[src/rtl/adder_arbiter.sv]
// adder_arbiter: four requesters share one registered WL-bit unsigned adder (WL+1-bit sum).
// Latency: grant one cycle after the request is seen; odone and odata follow two cycles after it; one operation per 3 cycles.
// No backpressure: a requester holds ireq until its odone. Defining ADDER_ARBITER_FIXED_PRIO_EN selects fixed priority instead of round-robin.
module adder_arbiter #(
    parameter int WL = 4
) (
    input  logic            iCLK,
    input  logic            iRST,
    input  logic [3:0]      ireq,
    input  logic [4*WL-1:0] idata1,
    input  logic [4*WL-1:0] idata2,
    output logic [3:0]      ogrant,
    output logic [3:0]      odone,
    output logic [WL:0]     odata,
    output logic            obusy
);
    typedef enum logic [1:0] {
        IDLE = 2'd0,
        EXEC = 2'd1,
        DONE = 2'd2
    } state_t;

    state_t        state;
    state_t        state_nxt;
    logic          win_vld;
    logic [1:0]    win_idx;
    logic [1:0]    sel;
    logic [WL-1:0] opa;
    logic [WL-1:0] opb;

`ifdef ADDER_ARBITER_FIXED_PRIO_EN
    // Scanning from the top down leaves the lowest requesting index as winner.
    always_comb begin
        win_vld = 1'b0;
        win_idx = 2'd0;
        for (int k = 3; k >= 0; k--) begin
            if (ireq[k]) begin
                win_vld = 1'b1;
                win_idx = 2'(k);
            end
        end
    end
`else
    logic [1:0] ptr;
    logic [1:0] cand;

    always_comb begin
        win_vld = 1'b0;
        win_idx = 2'd0;
        cand    = ptr;
        for (int k = 0; k < 4; k++) begin
            cand = ptr + 2'(k);
            if (!win_vld && ireq[cand]) begin
                win_vld = 1'b1;
                win_idx = cand;
            end
        end
    end

    // The served requester drops to lowest priority once its operation retires.
    always_ff @(posedge iCLK or posedge iRST) begin
        if (iRST) begin
            ptr <= 2'd0;
        end else if (state == DONE) begin
            ptr <= sel + 2'd1;
        end
    end
`endif

    always_comb begin
        state_nxt = state;
        case (state)
            IDLE:    if (win_vld) state_nxt = EXEC;
            EXEC:    state_nxt = DONE;
            DONE:    state_nxt = IDLE;
            default: state_nxt = IDLE;
        endcase
    end

    always_ff @(posedge iCLK or posedge iRST) begin
        if (iRST) begin
            state <= IDLE;
        end else begin
            state <= state_nxt;
        end
    end

    assign opa   = idata1[sel*WL +: WL];
    assign opb   = idata2[sel*WL +: WL];
    assign obusy = (state != IDLE);

    always_ff @(posedge iCLK or posedge iRST) begin
        if (iRST) begin
            ogrant <= 4'b0000;
            odone  <= 4'b0000;
            odata  <= '0;
            sel    <= 2'd0;
        end else begin
            odone <= 4'b0000;
            case (state)
                IDLE: begin
                    if (win_vld) begin
                        sel    <= win_idx;
                        ogrant <= 4'b0001 << win_idx;
                    end
                end
                EXEC: begin
                    odata <= {1'b0, opa} + {1'b0, opb};
                    odone <= ogrant;
                end
                default: ogrant <= 4'b0000;
            endcase
        end
    end
endmodule

[config.mk]
export PLATFORM = sky130hd
export DESIGN_NAME = adder_arbiter
export DESIGN_NICKNAME = d
export VERILOG_FILES = /design/src/rtl/adder_arbiter.sv
export SDC_FILE = /design/constraint.sdc
export NUM_CORES = 1
export LEC_CHECK = 0
export CORE_ASPECT_RATIO = 0.6
export CORE_MARGIN = 3
export CORE_UTILIZATION = 23
export CTS_BUF_LIST = sky130_fd_sc_hd__clkbuf_8
export CTS_CLUSTER_SIZE = 8
export DETAILED_ROUTE_END_ITERATION = 6
export GPL_TIMING_DRIVEN = 0
export PLACE_DENSITY = 0.5
export SKIP_CTS_REPAIR_TIMING = 1
export SYNTH_ARGS = -nofsm -noshare
export SYNTH_HDL_FRONTEND = slang
export SYNTH_SLANG_ARGS = --single-unit
[constraint.sdc]
create_clock -name iCLK -period 2.4 [get_ports iCLK]
set_clock_uncertainty 0.2 [all_clocks]
set_input_delay 0.36 -clock iCLK [delete_from_list [all_inputs] [get_ports iCLK]]
set_output_delay 0.36 -clock iCLK [all_outputs]
set_load 0.005 [all_outputs]
# Word level (Yosys, flattened, before mapping)
# Index checks and enable logic that the tools add are counted.
[word_totals]
out_inout_bits = 14
wordCells = 53
ff_bits = 19
[op_classes]
shift = 3
muxes = 21
n_eq_ne = 3
bitwise = 1
n_addsub = 5
order_cmp = 4
reduce_logical = 10
[op_table]
columns = ["op", "count"]
rows = [
  ["$shiftx 16x5->4", 2],
  ["$lt 2x3->1 const B", 4],
  ["$mux 2", 5],
  ["$bmux 1 s2", 4],
  ["$mux 1", 8],
  ["$mux 4", 2],
  ["$pmux 4 s2", 1],
  ["$add 4x4->5", 1],
  ["$add 2x1->2 const B", 2],
  ["$add 2x2->2 const B", 2],
  ["$pmux 2 s2", 1],
  ["$reduce_and 2->1", 2],
  ["$shl 1x2->4 const A", 1],
  ["$logic_and 1x1->1", 3],
  ["$logic_not 1->1", 3],
  ["$eq 2x1->1 const B", 1],
  ["$eq 2x2->1 const B", 1],
  ["$logic_not 2->1", 1],
  ["$ne 2x2->1 const B", 1],
  ["$reduce_bool 2->1", 1],
  ["$not 1->1", 1],
]

# Logic depth before layout (Yosys ltp)
# Gate-level depths: netlist of the first run.
[logic_depth]
word_depth = 15
mapped_depth = 7
mapped_depth_nobuf = 6

# Worst setup path after synthesis of the first run
# Ideal clock, no wire load.
[synth_path]
kind = "register to register"
startpoint = "register sel[0]"
endpoint = "register odata[4]"
n_path_buf = 1
required_time_ns = 2.073
arrival_time_ns = 2.091
stages_incl_launch_ff = 8
slack_ns = -0.018
setup_time_ns = 0.127
cell_sequence = "dfrtp_1 > buf_2 > mux4_2 > ha_1 > fa_1 > a21o_1 > a21oi_1 > o21ai_0"
[synth_between]
elab_chain_cells = 2
word_cells_on_any_way = 3
cone_classes = "add/sub (1); shift (2)"
[synth_rtl]
columns = ["item", "line_no", "rtl"]
rows = [
  ["start, declared", "27", "logic [1:0] sel;"],
  ["start signal, assigned", "103", "sel <= win_idx;"],
  ["$shiftx 16x5->4 (on tied branches)", "88, 89", ""],
  ["$add 4x4->5 *", "108", "odata <= {1'b0, opa} + {1'b0, opb};"],
  ["end signal, assigned", "108", ""],
  ["end, declared", "14", "output logic [WL:0] odata,"],
]
# Mark *: on every way between the ends. The rest lies on a longest branch, timed or not.
# A chain may end at the register's enable or synchronous reset.

# Worst setup path after layout of the first run
# Same ends and word-level chain as after synthesis.

==> impl_results.md, run 1 <==
* Highest clock rate at 0.434 GHz
* Ports at 52
* Mapped Nets at 133
* YS warnings at 0
* Cell Count, Final, Fillers Out at 210
* 1st-pass router iterations at 4
* Crit share post-route at 96.0%
* Die ar. at 5690 µm²
* Synth cell types at 27
* Longest Clk Path Bufs at 2
* Nets at 194
* Leakage power at 0.756 nW
* Syn Area/Cell at 12.2 µm²
* Antenna violations before repair at 0
* Pre-CTS setup slack at -0.238 ns
* R2r startpoint: sel[0]
* CTS Sinks at 19
* Crit path DAT at 2.24 ns
* Final Slew Violations at 0
* Post-synthesis sequential area ratio at 43.1%
* Vias in the first global route at 911
* Worst Hold Class: flip-flop to flip-flop
* Met2 Usage GRT at 15.6%
* First-pass GRT wire length at 4540 µm
* Register area at 475 µm²
* CTS tree: yes
* Sequential Power Share at 26.8%
* Status: complete, no violations
* Diode count at 0
* Starting density of the core at 25.4%
* Comb pwr share at 62.1%
* Finished layout cell area at 1790 µm²
* Worst vdd ir at 315 µV
* H-Tree Depth at 1
* Clk pwr share at 11.1%
* Final wirelength at 2960 µm
* Worst hold margin at 0.287 ns
* Largest net degree at the start of global routing at 20
* Number of CTS-inserted buffers at 3
* Minimum clock period at 2.30 ns
* Via count at 922
* DPL Wire Length at 2520 µm
* CP endpoint kind: flip-flop
* DRC at 0
* Skew-Pair Late Insertion Delay at 0.25 ns
* Initial DRC Count at 27
* Min-Delay Startpoint: odata[1]
* # setup viols final at 0
* Drt wl/cell at 14.1 µm
* Placed cells at 201
* Layout cells sized above 1 at 20.0%
* # fillers at 408
* Net Sw Frac at 35.5%
* Overall Power at 2.01 mW
* Final WS setup at 0.0964 ns
* Port Buffers at 51
* Placement Cell Area at 1690 µm²
* GRT Util Overall at 10.6%
* Clock slew at reported path FFs at 0.07 ns
* Syn Inst Count at 90
* Pint at 1.29 mW
* WS Path Type: flip-flop to flip-flop
* Die height at 59.6 µm
* Psw at 0.712 mW
* Die W at 95.4 µm
* Worst Setup SP: sel[0]
* CTS Root Cell: clkbuf_8
* Busiest grt layer: met2
* Area Growth Syn to Fin at 62.1%
* Data required, critical path at 2.34 ns
* Core Footprint at 4350 µm²
* Multi-input logic area at 601 µm²
* Cell Rows at 18
* Number of max-cap violations at 0
* Worst-Margin Slew at 0.707 ns
* Maximum fanout along the worst path at 8
* Most frequent cells in the layout: clkdlybuf4s50_1 (51), dfrtp_1 (19), nand2_1 (12)
* Overflow after GRT at 0
* Slew headroom at 52.8%
* Grt met3 use at 3.55%
* Startpoint type of the worst setup path: flip-flop
* Met1 usage in global routing at 15.4%
* GP Congestion at 0.739
* Cell Pwr Density at 1120 nW/µm²
* Commonest non-fill, non-tap cell in the layout: clkdlybuf4s50_1
* Post-route ant nets at 0
* Flops & latches, synth at 19
* Final hold viol count at 0
* Vias per std cell at 4.39
* Mapped cell area at 1100 µm²
## cells in the mapped netlist
cell type  instances  area share, %
dfrtp_1           19             43
nand2_1           12            4.1
mux4_2             8             16
o21ai_0            5            2.3
a21oi_1            4            1.8
a32o_1             4            3.6
and2_1             4            2.3
buf_2              4            1.8
ha_1               4            4.5
a21o_1             3            2.0
inv_1              3            1.0
nand2b_1           3            1.7
mux2_4             2            2.7
xnor2_1            2            1.6
fa_1               1            1.8
mux2i_1            1           0.91
nor2_1             1           0.34
nor2_2             1           0.57
nor2_4             1            1.0
nor4_2             1            1.1
o21a_1             1           0.68
o221a_2            1            1.0
o221ai_1           1           0.79
o22a_1             1           0.79
o22ai_1            1           0.57
or2_2              1           0.57
xor2_1             1           0.79
## registers in the layout, indices dropped and copies added, names as in the netlist
| name | count |
|---|---|
| odata | 5 |
| ogrant | 4 |
| sel | 2 |
| state | 2 |
| odone | 4 |
| ptr | 2 |
## worst max-delay path: stages, from the launching register on
cell     delay [ns]
dfrtp_1        0.38
buf_8          0.15
mux4_2         0.51
ha_2           0.22
fa_2           0.36
a21o_1         0.17
a21oi_1        0.13
o21ai_0        0.08
## per-layer routing
layer	routed length (µm)	vias up
met5	0	-
met4	0	0
met3	152	0
met1	1410	452
li1	-	454
met2	1400	16
## logic make-up (layout without fill, tap and decap cells)
group / Yosys count / count (layout) / share of synthesized area (%)
adders and majority gates: 5 / 5 / 6.36
DFF: 19 / 19 / 43.1
muxes: 11 / 11 / 20.0
and+or+nand+nor: 24 / 24 / 11.7
xor gates and xnor gates: 3 / 3 / 2.38
AOI/OAI and AO/OA: 21 / 21 / 13.6
buffers and inverters: 7 / 67 / 2.84
## through the flow
| stage | setup TNS [ns] | util [%] |
|---|---|---|
| 2_1_floorplan | 0 | - |
| 3_3_place_gp | -0.360 | 38.9 |
| 3_5_place_dp | -0.439 | 38.9 |
| 4_1_cts | -0.159 | 40.0 |
| 5_1_grt | -0.00332 | 41.1 |
| 6_report | 0 | 41.1 |
## cell type report
type | instances | share of cell area, %
Sequential cell | 19 | 26.6
Multi-Input combinational cell | 64 | 33.6
Clock inverter | 1 | 0.280
Buffer | 4 | 1.68
Clock buffer | 3 | 2.31
Inverter | 3 | 0.630
Tap cell | 60 | 4.20
Timing Repair Buffer | 56 | 30.7
## power groups by stage
stage	combinational, mW	sequential [mW]	clock (mW)
global route	1.38	0.557	0.248
CTS	1.17	0.541	0.228
floorplan	0.753	0.536	0
global placement	1.16	0.541	0
finish	1.25	0.537	0.223
detailed placement	1.17	0.549	0
## final timing paths
kind,end,slack (ns),depth (start not counted)
min in group asynchronous,odata[1],0.32,2
max in group asynchronous,ptr[1],1.23,2
worst max-delay path,odata[4],0.1,7
worst min register to register,odata[1],0.29,2
worst min-delay path,odata[1],0.29,2
worst max register to register,odata[4],0.1,7
Power figures use the tool's default switching activity.
==> inputs of run 2 (changes only) <==
- MAX_ROUTING_LAYER: not set -> met4
- clock period: 2.4 -> 2.1 ns (I/O delays scaled with it)
==> impl_results.md, run 2 (synthesis results as in run 1) <==
* H-Tree Depth at 1
* Cell Pwr Density at 1320 nW/µm²
* Clock slew at reported path FFs at 0.07 ns
* Highest clock rate at 0.433 GHz
* Starting density of the core at 25.4%
* Status: complete, but fails checks
* Diode count at 0
* CTS tree: yes
* Die ar. at 5690 µm²
* WS Path Type: flip-flop to flip-flop
* Nets at 193
* 1st-pass router iterations at 4
* Pre-CTS setup slack at -0.388 ns
* Final WS setup at -0.212 ns
* Layout cells sized above 1 at 21.5%
* DRC at 0
* Core Footprint at 4350 µm²
* Final hold viol count at 0
* Post-route ant nets at 0
* Data required, critical path at 2.04 ns
* Crit share post-route at 110%
* Most frequent cells in the layout: clkdlybuf4s50_1 (51), dfrtp_1 (19), nand2_1 (12)
* Startpoint type of the worst setup path: flip-flop
* Number of max-cap violations at 0
* CTS Root Cell: clkbuf_8
* Biggest regs: odata x5, odone x4, ogrant x4
* Final wirelength at 3070 µm
* Failing checks: negative setup slack
* # setup viols final at 4
* Max reg flops at 5
* Final Slew Violations at 0
* Port Buffers at 51
* Vias per std cell at 4.48
* Number of CTS-inserted buffers at 3
* Antenna violations before repair at 0
* Slew headroom at 53.6%
* Vias in the first global route at 925
* Crit path DAT at 2.26 ns
* Worst-Margin Slew at 0.695 ns
* Cell Count, Final, Fillers Out at 209
* Unrepaired setup endpoints after global routing: yes
* Skew-Pair Late Insertion Delay at 0.25 ns
* Worst hold margin at 0.267 ns
* Cell Rows at 18
* Fin util at 41.6%
* Worst Hold Class: primary input to asynchronous set/reset pin
* Commonest non-fill, non-tap cell in the layout: clkdlybuf4s50_1
* Leakage power at 0.753 nW
* Worst vdd ir at 370 µV
* Overall Power at 2.39 mW
* DPL Wire Length at 2490 µm
* Area Growth Syn to Fin at 64.1%
* Die W at 95.4 µm
* Maximum fanout along the worst path at 8
* Minimum clock period at 2.31 ns
* Via count at 936
* Die height at 59.6 µm
* Drt wl/cell at 14.7 µm
* GRT Util Overall at 11.3%
* CTS Sinks at 19
* Placed cells at 201
* Reg with most FFs: odata
* Largest net degree at the start of global routing at 20
* Overflow after GRT at 0
* CP endpoint kind: flip-flop
* Initial DRC Count at 33
* Longest Clk Path Bufs at 2
* Ports at 52
* GP Congestion at 0.748
* First-pass GRT wire length at 4610 µm
==> run 2: changes by cell type in the layout (fill, tap and decap cells not counted) <==
cell	before	now
buf_4	5	4
o21ai_1	0	1
a21oi_1	4	2
ha_1	3	2
ha_4	0	2
ha_2	1	0
o21ai_0	5	4
a21oi_2	0	2
==> run 2: final timing paths <==
check	from	end	slack (ns)	depth (start not counted)
min	iRST	odata[2]	0.27	2
max reg2reg	sel[0]	odata[4]	-0.21	7
max	sel[0]	odata[4]	-0.21	7
max in group asynchronous	iRST	state[1]	0.99	2
min in group iCLK	odata[1]	odata[1]	0.28	2
min reg2reg	odata[1]	odata[1]	0.28	2
==> run 2: critical path, cell delays in order (launching register included) <==
cell,delay (ns)
dfrtp_1,0.40
buf_8,0.16
mux4_2,0.54
ha_4,0.20
fa_2,0.34
a21o_1,0.18
a21oi_2,0.13
o21ai_1,0.06
==> run 2: report_power, final <==
group          total (mW)  internal (mW)  switching (mW)
combinational        1.52          0.858           0.664
clock               0.257          0.132           0.125
sequential          0.611          0.522          0.0894
==> run 2: per-layer routing <==
metal  vias to the layer above  share of wire, %  GRT usage [%]
met5                         -                 0              -
met1                       446                49           16.1
met3                         2               6.7           3.05
met4                         0              0.62           2.43
li1                        454                 -              -
met2                        34                44           15.9
==> run 2: metrics by stage <==
stage / setup TNS (ns) / area [µm²]
global placement: -1.10 / 1700
floorplan: -0.203 / 1120
CTS: -0.834 / 1750
global route: -0.857 / 1810
finish: -0.533 / 1810
detailed placement: -1.22 / 1700
==> run 2: area by class of cell <==
class | instances | area [µm²]
plain buffers | 4 | 30.0
clock buffers | 3 | 41.3
clock inverters | 1 | 5.00
fillers | 428 | 2540
inverters | 3 | 11.3
multi-input cells | 64 | 631
flip-flops and latches | 19 | 475
well taps | 60 | 75.1
repair buffers | 55 | 541
==> inputs of run 3 (changes only) <==
- CORE_ASPECT_RATIO: 0.6 -> 1.2
- MAX_ROUTING_LAYER: met4 -> not set
==> impl_results.md, run 3 (synthesis results as in run 1) <==
* Unrepaired setup endpoints after global routing: yes
* Die W at 69.2 µm
* Slew headroom at 52.4%
* Crit path DAT at 2.22 ns
* Area Growth Syn to Fin at 65.2%
* DPL Wire Length at 2450 µm
* Reg with most FFs: odata
* # setup viols final at 4
* Cell Pwr Density at 1310 nW/µm²
* Crit share post-route at 109%
* Most frequent cells in the layout: clkdlybuf4s50_1 (51), dfrtp_1 (19), nand2_1 (12)
* Startpoint type of the worst setup path: flip-flop
* Overflow after GRT at 0
* Met3 WL at 91 µm
* DRC at 0
* First-pass GRT wire length at 4740 µm
* Port Buffers at 51
* Commonest non-fill, non-tap cell in the layout: clkdlybuf4s50_1
* TNS Setup at -0.489 ns
* Minimum clock period at 2.28 ns
* Clock slew at reported path FFs at 0.07 ns
* Status: complete, but fails checks
* R2R Path End: odata[4]
* Post-route ant nets at 0
* Slowest cell on the critical path: mux4_2
* Top Metal Used: met4
* Largest net degree at the start of global routing at 20
* R2r startpoint: sel[0]
* Starting density of the core at 24.9%
* CTS Sinks at 19
* Nets at 195
* Data required, critical path at 2.04 ns
* Worst-Margin Slew at 0.713 ns
* Skew-Pair Late Insertion Delay at 0.25 ns
* Antenna violations before repair at 0
* Vias per std cell at 4.52
* Final WS setup at -0.180 ns
* GRT Util Overall at 10.9%
* # fillers at 455
* CTS tree: yes
* Number of CTS-inserted buffers at 3
* Final wirelength at 2920 µm
* Highest clock rate at 0.439 GHz
* Biggest regs: odata x5, odone x4, ogrant x4
* Multi-input logic area at 633 µm²
* Initial DRC Count at 28
* Fin util at 41.1%
* Leakage power at 0.763 nW
* Ports at 52
* Final hold viol count at 0
* Met2 routed wirelength at 1620 µm
* Final Slew Violations at 0
* WS Path Type: flip-flop to flip-flop
* CP endpoint kind: flip-flop
* Largest stage delay on the critical path at 0.53 ns
* Failing checks: negative setup slack
* Worst vdd ir at 527 µV
* Maximum fanout along the worst path at 7
* Core Footprint at 4420 µm²
* 1st-pass router iterations at 4
* Die ar. at 5660 µm²
* Drt wl/cell at 14.1 µm
* Cell Rows at 26
* Flop2flop setup slack at -0.18 ns
* GP Congestion at 0.753
* Layout cells sized above 1 at 22.5%
* Diode count at 0
* Metal-1 WL at 1160 µm
* Vias in the first global route at 998
* Crit-path cells: buf_8, mux4_2, ha_4, fa_2, a21o_1, a21oi_2, o21ai_1
* H-Tree Depth at 1
* Max reg flops at 5
* CP Buf/Inv Count at 1
* Kind of cell adding the most delay to the critical path: adder cells
* Die height at 81.8 µm
* CTS Root Cell: clkbuf_8
* Worst Hold Class: primary input to asynchronous set/reset pin
* Number of max-cap violations at 0
* Longest Clk Path Bufs at 2
* Register area at 475 µm²
* Via count at 936
* Worst r2r path cells at 7
==> run 3: how the worst max path moves through the flow <==
stage                         start       end  slack [ns]  cells after the start
after floorplan              sel[0]  odata[4]       -0.13                      7
after global placement    idata1[8]  odata[4]       -0.40                      7
after detailed placement  idata1[8]  odata[4]       -0.41                      7
after global routing         sel[0]  odata[4]       -0.25                      7
final                        sel[0]  odata[4]       -0.18                      7
after CTS                    sel[0]  odata[4]       -0.28                      7
==> run 3: report_power, final <==
part	switching [mW]	internal, mW
registers	0.0915	0.522
logic	0.631	0.893
clock network	0.110	0.130
==> run 3: through the flow <==
stage                     power [mW]  hold WS [ns]  std cells  setup slack, ns  instance area, µm²
final                           2.38         0.278        207           -0.180                1820
after global routing            2.59         0.322        207           -0.253                1820
after CTS                       2.24         0.281        201           -0.279                1740
after detailed placement        1.99         0.264        197           -0.407                1700
after global placement          1.98         0.263        197           -0.396                1700
after floorplan                 1.51        0.0661         90           -0.134                1120
==> run 3: routing by layer <==
metal  vias to the layer above  GRT usage, %
met2                        24          20.2
met1                       451          12.3
li1                        457             -
met5                         -             0
met3                         4          1.71
met4                         0          5.27
==> run 3: cell type report <==
class / count / share of cell area (%)
Buffer: 4 / 1.65
Clock buffer: 3 / 2.27
Clock inverter: 1 / 0.206
Inverter: 3 / 0.619
Multi-Input combinational cell: 64 / 34.8
Sequential cell: 19 / 26.1
Tap cell: 56 / 3.85
Timing Repair Buffer: 57 / 30.5
